<file path="src/rtl/imem_loader_if.sv">
// Byte-stream and instruction-memory write bus shared by the boot loader
// and whatever feeds it (UART receiver) and consumes it (instruction RAM).
interface imem_loader_if;
  logic        rx_valid;
  logic [7:0]  rx_data;
  logic        rx_ready;
  logic        wr_en;
  logic [31:0] wr_addr;
  logic [31:0] wr_data;

  // Environment side: supplies the byte stream and observes memory writes.
  modport master (
    output rx_valid,
    output rx_data,
    input  rx_ready,
    input  wr_en,
    input  wr_addr,
    input  wr_data
  );

  // Loader side: consumes the byte stream and produces memory writes.
  modport slave (
    input  rx_valid,
    input  rx_data,
    output rx_ready,
    output wr_en,
    output wr_addr,
    output wr_data
  );
endinterface

</file>
<file path="src/rtl/imem_loader.sv">
// Boot loader: parses a framed image (LEN_LO, LEN_HI, payload, CSUM) from a
// byte stream, packs payload bytes little-endian into 32-bit words, writes
// them to instruction memory and holds the core in reset until a clean load.
module imem_loader #(
  parameter int MEM_BYTES = 1600,
  parameter int TIMEOUT   = 1000000
) (
  input  logic             clk,
  input  logic             rst_n,
  input  logic             start,
  imem_loader_if.slave     bus,
  output logic             cpu_hold,
  output logic             busy,
  output logic             done,
  output logic [1:0]       err_code
);

  localparam logic [31:0] MEM_LIMIT = 32'(MEM_BYTES);
  localparam logic [31:0] IDLE_MAX  = 32'(TIMEOUT);

  typedef enum logic [2:0] {
    S_IDLE,
    S_LEN0,
    S_LEN1,
    S_DATA,
    S_CSUM,
    S_DONE,
    S_ERR
  } state_t;

  state_t      state_q, state_d;
  logic [15:0] len_q, len_d;
  logic [15:0] count_q, count_d;
  logic [31:0] addr_q, addr_d;
  logic [7:0]  sum_q, sum_d;
  logic [23:0] word_q, word_d;
  logic [31:0] idle_q, idle_d;
  logic [1:0]  err_q, err_d;
  logic        wr_en_q, wr_en_d;
  logic [31:0] wr_addr_q, wr_addr_d;
  logic [31:0] wr_data_q, wr_data_d;

  logic        active;
  logic        accept;
  logic [15:0] len_full;
  logic        len_bad;
  logic        timeout_hit;

  // Handshake, length validation and timeout detection derived from the current state.
  always_comb begin
    active      = (state_q == S_LEN0) || (state_q == S_LEN1) ||
                  (state_q == S_DATA) || (state_q == S_CSUM);
    accept      = bus.rx_valid && active;
    len_full    = {bus.rx_data, len_q[7:0]};
    len_bad     = (len_full == 16'd0) || (len_full[1:0] != 2'b00) ||
                  (32'(len_full) > MEM_LIMIT);
    timeout_hit = (TIMEOUT != 0) && active && !accept &&
                  ((idle_q + 32'd1) == IDLE_MAX);
  end

  // Next-state logic: frame parsing, word assembly, write generation and error capture.
  always_comb begin
    state_d   = state_q;
    len_d     = len_q;
    count_d   = count_q;
    addr_d    = addr_q;
    sum_d     = sum_q;
    word_d    = word_q;
    idle_d    = idle_q;
    err_d     = err_q;
    wr_en_d   = 1'b0;
    wr_addr_d = wr_addr_q;
    wr_data_d = wr_data_q;

    if (active) begin
      idle_d = accept ? 32'd0 : idle_q + 32'd1;
    end

    unique case (state_q)
      S_IDLE, S_DONE, S_ERR: begin
        if (start) begin
          state_d = S_LEN0;
          err_d   = 2'b00;
          len_d   = 16'd0;
          count_d = 16'd0;
          addr_d  = 32'd0;
          sum_d   = 8'd0;
          word_d  = 24'd0;
          idle_d  = 32'd0;
        end
      end
      S_LEN0: begin
        if (accept) begin
          len_d[7:0] = bus.rx_data;
          state_d    = S_LEN1;
        end
      end
      S_LEN1: begin
        if (accept) begin
          len_d[15:8] = bus.rx_data;
          if (len_bad) begin
            state_d = S_ERR;
            err_d   = 2'b01;
          end else begin
            state_d = S_DATA;
          end
        end
      end
      S_DATA: begin
        if (accept) begin
          sum_d   = sum_q + bus.rx_data;
          count_d = count_q + 16'd1;
          unique case (count_q[1:0])
            2'd0: word_d[7:0]   = bus.rx_data;
            2'd1: word_d[15:8]  = bus.rx_data;
            2'd2: word_d[23:16] = bus.rx_data;
            default: begin
              wr_en_d   = 1'b1;
              wr_addr_d = addr_q;
              wr_data_d = {bus.rx_data, word_q};
              addr_d    = addr_q + 32'd4;
            end
          endcase
          if ((count_q + 16'd1) == len_q) begin
            state_d = S_CSUM;
          end
        end
      end
      S_CSUM: begin
        if (accept) begin
          if (bus.rx_data == sum_q) begin
            state_d = S_DONE;
          end else begin
            state_d = S_ERR;
            err_d   = 2'b10;
          end
        end
      end
      default: state_d = S_IDLE;
    endcase

    if (timeout_hit) begin
      state_d = S_ERR;
      err_d   = 2'b11;
    end
  end

  // State and datapath registers; reset drops any partially assembled word or pending write.
  always_ff @(posedge clk or negedge rst_n) begin
    if (!rst_n) begin
      state_q   <= S_IDLE;
      len_q     <= 16'd0;
      count_q   <= 16'd0;
      addr_q    <= 32'd0;
      sum_q     <= 8'd0;
      word_q    <= 24'd0;
      idle_q    <= 32'd0;
      err_q     <= 2'b00;
      wr_en_q   <= 1'b0;
      wr_addr_q <= 32'd0;
      wr_data_q <= 32'd0;
    end else begin
      state_q   <= state_d;
      len_q     <= len_d;
      count_q   <= count_d;
      addr_q    <= addr_d;
      sum_q     <= sum_d;
      word_q    <= word_d;
      idle_q    <= idle_d;
      err_q     <= err_d;
      wr_en_q   <= wr_en_d;
      wr_addr_q <= wr_addr_d;
      wr_data_q <= wr_data_d;
    end
  end

  // Outputs: ready and status follow the state register directly.
  always_comb begin
    bus.rx_ready = active;
    bus.wr_en    = wr_en_q;
    bus.wr_addr  = wr_addr_q;
    bus.wr_data  = wr_data_q;
    busy         = active;
    done         = (state_q == S_DONE);
    cpu_hold     = (state_q != S_DONE);
    err_code     = err_q;
  end

endmodule

</file>
<file path="src/flat_wrapper.sv">
// flat-port wrapper written by rule: the top's interface ports become plain ports
module imem_loader_flat 
#(
  parameter int MEM_BYTES = 1600,
  parameter int TIMEOUT   = 1000000
)
  (clk, rst_n, start, cpu_hold, busy, done, err_code, bus_rx_valid, bus_rx_data, bus_rx_ready, bus_wr_en, bus_wr_addr, bus_wr_data);
  imem_loader_if bus_i ();
  input  logic clk;
  input  logic rst_n;
  input  logic start;
  output logic cpu_hold;
  output logic busy;
  output logic done;
  output logic [1:0] err_code;
  input wire logic [$bits(bus_i.rx_valid)-1:0] bus_rx_valid;
  input wire logic [$bits(bus_i.rx_data)-1:0] bus_rx_data;
  output wire logic [$bits(bus_i.rx_ready)-1:0] bus_rx_ready;
  output wire logic [$bits(bus_i.wr_en)-1:0] bus_wr_en;
  output wire logic [$bits(bus_i.wr_addr)-1:0] bus_wr_addr;
  output wire logic [$bits(bus_i.wr_data)-1:0] bus_wr_data;
  assign bus_i.rx_valid = bus_rx_valid;
  assign bus_i.rx_data = bus_rx_data;
  assign bus_rx_ready = bus_i.rx_ready;
  assign bus_wr_en = bus_i.wr_en;
  assign bus_wr_addr = bus_i.wr_addr;
  assign bus_wr_data = bus_i.wr_data;
  imem_loader #(.MEM_BYTES(MEM_BYTES), .TIMEOUT(TIMEOUT)) u_core (.clk(clk), .rst_n(rst_n), .start(start), .bus(bus_i), .cpu_hold(cpu_hold), .busy(busy), .done(done), .err_code(err_code));
endmodule
</file>
<file path="config.mk">
export PLATFORM = sky130hd
export DESIGN_NAME = imem_loader_flat
export DESIGN_NICKNAME = d
export VERILOG_FILES = /design/src/rtl/imem_loader_if.sv /design/src/rtl/imem_loader.sv /design/src/flat_wrapper.sv
export SDC_FILE = /design/constraint.sdc
export NUM_CORES = 1
export LEC_CHECK = 0
export CORE_MARGIN = 2
export CORE_UTILIZATION = 60
export CTS_BUF_LIST = sky130_fd_sc_hd__clkbuf_2
export CTS_CLUSTER_SIZE = 8
export DETAILED_ROUTE_END_ITERATION = 16
export PLACE_DENSITY_LB_ADDON = 0.12
export SYNTH_ARGS = -nofsm -noshare
export SYNTH_HDL_FRONTEND = slang
export SYNTH_SLANG_ARGS = --single-unit
export TNS_END_PERCENT = 5
</file>
<file path="constraint.sdc">
create_clock -name clk -period 4.75 [get_ports clk]
set_input_delay 1.1875 -clock clk [delete_from_list [all_inputs] [get_ports clk]]
set_output_delay 1.1875 -clock clk [all_outputs]
set_load 0.01 [all_outputs]
</file>
# After elaboration in Yosys (flattened, before gate mapping)
# Cells that the tools add are included.
# Widths: inputs -> output; s select.
word_totals:
  reg_bits: 198
  input_bits: 12
  out_inout_bits: 71
  word_cells: 120
classes:
  n_addsub: 4
  order_cmp: 1
  n_eq_ne: 28
  mux: 43
  bitwise_logic: 1
  n_reduce_logical: 29
ops:
  columns: ["cell", "count"]
  rows:
  - ["$mux 32", 7]
  - ["$pmux 32 s2", 1]
  - ["$mux 24", 2]
  - ["$mux 8", 6]
  - ["$pmux 24 s2", 1]
  - ["$pmux 8 s2", 3]
  - ["$add 32x1->32 const B", 1]
  - ["$add 32x3->32 const B", 1]
  - ["$eq 32x20->1 const B", 1]
  - ["$mux 16", 2]
  - ["$pmux 16 s2", 1]
  - ["$mux 3", 8]
  - ["$add 16x1->16 const B", 1]
  - ["$eq 16x16->1", 1]
  - ["$gt 16x11->1 const B", 1]
  - ["$logic_not 16->1", 1]
  - ["$reduce_and 4->1", 4]
  - ["$ne 3x1->1 const B", 5]
  - ["$pmux 3 s5", 1]
  - ["$mux 2", 7]
  - ["$reduce_and 3->1", 4]
  - ["$reduce_and 6->1", 2]
  - ["$ne 2x2->1 const B", 5]
  - ["$eq 3x3->1 const B", 3]
  - ["other kinds (20)", 37]

# Logic depth before layout (Yosys ltp)
# Gate-level depths: netlist (run 1).
depth:
  ltp_word: 10
  depth_mapped: 10
  ltp_nobuf: 9

# Worst setup path before layout (run 1)
# No wires, ideal clock.
synth_path:
  path_kind: "input to register"
  start: "input bus_rx_data[1]"
  end: "register u_core.sum_q[7]"
  setup_time_ps: 83
  t_arrival_ps: 2815
  required_ps: 4667
  slack_ps: 1852
  cell_stages: 9
  n_path_buf: 0
  cell_sequence: "ha_1 a21o_1 a21oi_1 nor2b_1 o21a_1 o41ai_1 xor2_1 or3_1 o21ai_0"
synth_between:
  elab_chain_len: 3
synth_rtl:
  columns: ["item", "line", "rtl"]
  rows:
  - ["start, declared", "flat_wrapper.sv:17", "input wire logic [$bits(bus_i.rx_data)-1:0] bus_rx_data;"]
  - ["$add 8x8->8", "imem_loader.sv:111", "sum_d = sum_q + bus.rx_data;"]
  - ["$mux 8", "imem_loader.sv:110", "if (accept) begin"]
  - ["$pmux 8 s2", "imem_loader.sv:79", "unique case (state_q)"]
  - ["end signal, assigned", "imem_loader.sv:167", "sum_q <= sum_d;"]
  - ["end, declared", "imem_loader.sv:35", "logic [7:0] sum_q, sum_d;"]
# No other way between the ends. The select of a mux whose other input is x is not followed.
# A chain may end at the register's enable or synchronous reset.

# Worst setup path in the final report (run 1)
layout_path:
  start: "register u_core.state_q[0]"
  end: "output bus_rx_ready"
layout_between:
  elab_chain_len: 4
  elab_cells_between_ends: 7
  cone_classes: "eq/ne (4); reduce/logical (3)"
layout_rtl:
  columns: ["item", "line", "rtl"]
  rows:
  - ["start, declared", "imem_loader.sv:31", "state_t state_q, state_d;"]
  - ["start signal, assigned", "imem_loader.sv:163", "state_q <= state_d;"]
  - ["$eq 3x1->1 / $eq 3x2->1 (equally long branches)", "imem_loader.sv:51", "active = (state_q == S_LEN0) || (state_q == S_LEN1) ||"]
  - ["$logic_or 1x1->1 (2 in a row)", "imem_loader.sv:51", null]
  - ["$logic_or 1x1->1 (*)", "imem_loader.sv:52", "(state_q == S_DATA) || (state_q == S_CSUM);"]
  - ["end, declared", "flat_wrapper.sv:18", "output wire logic [$bits(bus_i.rx_ready)-1:0] bus_rx_ready;"]
# Every way passes the cells marked *; elsewhere a longest branch is shown, timed or not.

==> metrics, run 1 <==
status complete, no violations; worst rel slew slack 0.282; IO buf count 80; total chip power 4.67 mW; Synth async-reset ratio 1.00; Synth Cell Area 0.0103 mm2; clk buf depth 2; via count 8628; WHS 448 ps; Worst R2R Setup Slack 1570 ps; Avg Inst Size Synth 8.38 um2; die height 135 um; post-DR vias/cell 5.78; H-tree lvl count 4; layout cells sized above 1 0.0550; DR pass1 iterations 5; Clock power frac 0.174; Worst-Skew Late Latency 770 ps; Placed Area 0.0111 mm2; Sw Ratio 0.411; worst setup margin 742 ps; pre-CTS setup slack 993 ps; Multi-input gate area 0.00495 mm2; setup total negative slack 0 ps; clock skew 44.4 ps; Max IR drop VDD 429 uV; Final HPWL DP 15.7 mm; Critical Path Fanout Max 20; Post-synth EDFFs 0; maxcap violations 0; dominant cell type by area after synthesis dfrtp_1; row cnt 47; WL final 23.4 mm; Final setup viols 0; gpl congestion 0.899; area added between synthesis and finish 10.9%; post-synthesis register bit count 194; Tightest Pin Transition 1070 ps; Synth Flop Type dfrtp_1; global-route wire length before repair 38.8 mm; RSZ-0062 raised after global routing false; Critical Path AT 2820 ps; Post-Synthesis Cells 1224; vias in the first global route 7864; die area 0.0182 mm2; combinational group share of total power 0.363; Die W 135 um; Final min period 4010 ps; Clock Root Buffer clkbuf_2; pin count of the biggest net entering global routing 110; max-slew violations 0; initial core utilization 0.616; FF/Latch Area 0.00485 mm2; FILL cells 1397; initial drt markers 728; IO Count 83; clk sinks 194; critical path startpoint category flop; HP Class in2async; RR Endpoint u_core.addr_q[27]; Cell Pwr Density 410 mW/mm2; WS Path Type reg2out; # DRC 0; Worst EP required 3560 ps; final period utilization 0.844; register area share after synthesis 0.473; CTS tree built; initial antenna violation count 1; fmax 249 MHz; All-Layer GR Usage 0.265; gr ovfl total 0; Int Power 2.75 mW; CORE AREA 0.0166 mm2; final hold violations 0; R2R depth 9; post-synthesis cell type count 69; Routed Antenna Nets 0; Yosys top cell area share 0.473; Switch Pwr 1.92 mW; P_leak 5.26 nW; Post-CTS Setup Repair Bufs 0; R2R Path Start u_core.state_q[0]; register share of total power 0.463; hold_buf cts 0; Layout Nets 1288; Crit. End Element output port; Design Area, Final 0.0114 mm2; CTS-repair resized insts 0; Num CTS Buffers 17; top cells by area, synth dfrtp_1 47%, nand2_1 11%, nor2_1 4.4%; CTS clk-pin slew, worst paths 290 ps; Ys Warns 0; Routed WL per cell 15.6 um
## power groups by stage
| stage | Sequential (mW) | Clock [mW] | Combinational, mW |
|---|---|---|---|
| floorplan | 2.08 | 0 | 1.23 |
| global placement | 2.18 | 0 | 1.65 |
| detailed placement | 2.18 | 0 | 1.69 |
| CTS | 2.16 | 0.836 | 1.69 |
| global route | 2.20 | 0.903 | 1.88 |
| finish | 2.16 | 0.811 | 1.69 |
## routing by layer
layer	share of wire	up-vias	GRT usage
li1	-	4209	-
met2	0.48	241	0.426
met5	0	-	0
met4	0.015	0	0.0690
met3	0.045	25	0.0465
met1	0.46	4153	0.375
## state kept, by name, indices dropped and copies added (netlist names)
signal	cells
u_core.bus.wr_addr	30
u_core.state_q	3
u_core.count_q	16
u_core.idle_q	32
u_core.addr_q	30
u_core.err_code	2
u_core.bus.wr_en	1
u_core.len_q	16
u_core.bus.wr_data	32
u_core.word_q	24
u_core.sum_q	8
## worst max path at each step
stage	start	end	slack, ps	cells past startpoint
final	u_core.state_q[0]	bus_rx_ready	740	4
after CTS	u_core.state_q[0]	bus_rx_ready	710	4
after floorplan	bus_rx_data[1]	u_core.sum_q[7]	1850	9
after global placement	bus_rx_data[2]	u_core.err_code[0]	1040	9
after detailed placement	bus_rx_data[2]	u_core.err_code[0]	990	9
after global routing	u_core.state_q[0]	bus_rx_ready	500	4
## cells in the mapped netlist (3+ instances only)
cell type and instances:
nand2_1 309, dfrtp_1 194, nor2_1 120, o21ai_0 89
a21oi_1 68, nand3_1 54, clkbuf_1 38, xor2_1 33
inv_1 32, xnor2_1 26, nor3_1 25, or3_1 21
nand4_1 19, buf_2 17, and3_1 15, ha_1 15
buf_1 13, mux2i_1 11, a31oi_1 10, nor4_1 8
o22ai_1 7, a21o_1 6, and4_1 5, buf_4 5
nor2b_1 5, nor3b_1 5, o2111ai_1 4, o211ai_1 4
a211o_1 3, a211oi_1 3, buf_6 3, clkbuf_2 3
o21a_1 3, o31ai_1 3, o41ai_1 3, or4_1 3
## area by class of cell
type | instances | area share
tap | 220 | 0.0242
sequential | 194 | 0.427
clock inverter | 14 | 0.0127
timing repair buffer | 95 | 0.0818
multi-input combinational | 920 | 0.436
antenna | 1 | 0.000220
clock buffer | 18 | 0.00792
inverter | 32 | 0.0106
## cells in the final DEF, fill, tap and decap left out, types with 8 or more instances in the layout
cell,netlist,layout
nand2_1,309,309
clkbuf_2,3,18
clkdlybuf4s50_1,0,79
inv_1,32,31
nor3_1,25,25
and3_1,15,15
nor4_1,8,8
buf_4,5,14
xnor2_1,26,26
o21ai_0,89,89
nand3_1,54,53
a31oi_1,10,10
a21oi_1,68,68
nand4_1,19,19
ha_1,15,15
or3_1,21,21
nor2_1,120,120
xor2_1,33,32
mux2i_1,11,11
dfrtp_1,194,194
## logic make-up (layout without fill, tap and decap cells)
| kind of cell | Yosys count | in the layout | synth area share |
|---|---|---|---|
| AO/OA/AOI/OAI | 220 | 220 | 0.127 |
| XOR/XNOR | 59 | 59 | 0.0504 |
| other | 1 | 3 | 0.000366 |
| multiplexers | 13 | 13 | 0.0129 |
| adder cells (fa/ha/maj) | 16 | 16 | 0.0202 |
| AND/OR/NAND/NOR | 610 | 610 | 0.269 |
| buffers and inverters | 111 | 159 | 0.0471 |
| flip-flops | 194 | 194 | 0.473 |
## stage by stage
stage / util / std cells
2_1_floorplan: - / 1225
3_3_place_gp: 0.669 / 1461
3_5_place_dp: 0.669 / 1461
4_1_cts: 0.683 / 1493
5_1_grt: 0.683 / 1494
6_report: 0.683 / 1494
## worst max-delay path, cell delays in order (launching register included)
cell             delay [ps]
dfrtp_1                 650
nor2_1                  510
xor2_4                  120
inv_1                   220
clkdlybuf4s50_1         580
(Power assumes the default switching activity.)
==> inputs of run 2 (changes only) <==
CORE_UTILIZATION = 55   (was 60)
clock period = 3.4 ns   (was 4.75 ns; I/O delays follow)
==> run 2 against run 1 <==
Utilization decreased by 4.5 points. First-iteration DRC count decreased by 5.5%. Hold slack got worse by 400 ps. Combinational power increased by 49%.
==> metrics, run 2 (synthesized netlist as in run 1, its figures left out) <==
gpl congestion 0.919; row cnt 49; max-slew violations 0; Critical Path Fanout Max 18; FILL cells 1588; Crit. Startpoint u_core.state_q[2]; global-route wire length before repair 41.0 mm; clk sinks 194; final hold violations 0; IO Count 83; via count 8746; Worst-Skew Late Latency 810 ps; gr ovfl total 0; initial drt markers 688; DR pass1 iterations 7; Layout Nets 1308; layout cells sized above 1 0.0727; WL final 24.4 mm; die height 141 um; leading cell types in the layout, fill and taps excluded 309 x nand2_1, 192 x dfrtp_1, 119 x nor2_1, 89 x o21ai_0, 79 x clkdlybuf4s50_1; Tightest Pin Transition 1060 ps; Max IR drop VDD 411 uV; status complete, no violations; Critical Path AT 2410 ps; RSZ-0062 raised after global routing false; vias in the first global route 8086; # DRC 0; All-Layer GR Usage 0.254; Die W 141 um; post-DR vias/cell 5.74; Clock Root Buffer clkbuf_2; Final HPWL DP 16.4 mm; fmax 307 MHz; Post-Layout Cell Count 1523; area added between synthesis and finish 13.0%; hold_buf cts 0; CTS tree built; final core occ 0.639; pin count of the biggest net entering global routing 91; Cell Pwr Density 581 mW/mm2; Worst EP required 2550 ps; Crit. End Element output port; clock skew 60.9 ps; worst rel slew slack 0.296; setup total negative slack 0 ps; IO buf count 80; Routed WL per cell 16.0 um; final period utilization 0.958; R2R Path Start u_core.count_q[2]; Inst Count DP 1489; initial antenna violation count 1; initial core utilization 0.565; Routed Antenna Nets 0; Worst R2R Setup Slack 440 ps; commonest non-fill, non-tap cell in the layout nand2_1; P_leak 5.38 nW; clk buf depth 2; maxcap violations 0; Final min period 3260 ps; WS Path Type reg2out; CTS clk-pin slew, worst paths 320 ps; die area 0.0198 mm2; H-tree lvl count 4; critical path startpoint category flop; HP Class in2async; CORE AREA 0.0181 mm2; Final setup viols 0; Num CTS Buffers 17
==> run 2: cell types whose count changed in the layout (fill, tap and decap cells not counted), sizes merged <==
cell,before,now
buf,15,35
clkinv,4,7
clkinvlp,2,0
inv,39,38
==> run 2: power breakdown <==
group | internal, mW | switching (mW) | total, mW
clock network | 0.327 | 0.918 | 1.25
registers | 2.65 | 0.326 | 2.97
logic | 0.960 | 1.56 | 2.52
total | 3.93 | 2.81 | 6.74
==> run 2: final cells by class <==
| class | count | area, um2 | area share |
|---|---|---|---|
| Clock inverter | 14 | 191 | 0.0165 |
| Multi-Input combinational cell | 920 | 4960 | 0.428 |
| Timing Repair Buffer | 115 | 1080 | 0.0932 |
| Antenna cell | 1 | 2.50 | 0.000216 |
| Inverter | 32 | 120 | 0.0104 |
| Tap cell | 229 | 287 | 0.0247 |
| Sequential cell | 194 | 4860 | 0.419 |
| Clock buffer | 18 | 90.1 | 0.00777 |
==> run 2: final timing paths <==
path                                               end  cells past startpoint
worst max-delay path                              busy                      3
worst min-delay path                 u_core.addr_q[31]                      1
worst max register to register       u_core.state_q[0]                      7
worst min register to register  u_core.bus.wr_data[12]                      2
max in group asynchronous            u_core.idle_q[22]                      2
min in group clk                u_core.bus.wr_data[12]                      2
==> run 2: routing by layer <==
metal  wire length, um  track usage  vias to the layer above
met5                 0            0                        -
met2             11200        0.399                      219
met1             11500        0.366                     4227
met3              1040       0.0431                       39
met4               652       0.0795                        0
li1                  -            -                     4261
==> run 2: timing repair <==
item	4_1_cts	5_1_grt
setup endpoints to repair	3	3
gates resized for setup	4	0
setup buffers	0	1
pin swaps	0	0
==> run 2: critical path, stage by stage, from the launching register on <==
cell             delay [ps]
dfrtp_2                 620
xor2_4                  240
inv_1                   200
clkdlybuf4s50_1         580
==> run 2: through the flow <==
stage,area [um2],power [mW],setup WS [ps],hold WS (ps)
6_report,11600,6.74,144,47.5
5_1_grt,11600,7.17,1.10,39.9
4_1_cts,11600,6.74,32.5,41.5
3_5_place_dp,11300,5.48,65.1,450
3_3_place_gp,11300,5.41,148,450
2_1_floorplan,10300,4.62,840,439
==> inputs of run 3 (changes only) <==
TNS_END_PERCENT = 1   (was 5)
==> results of run 3 <==
Final layout, timing and power as in run 2 (identical DEF).
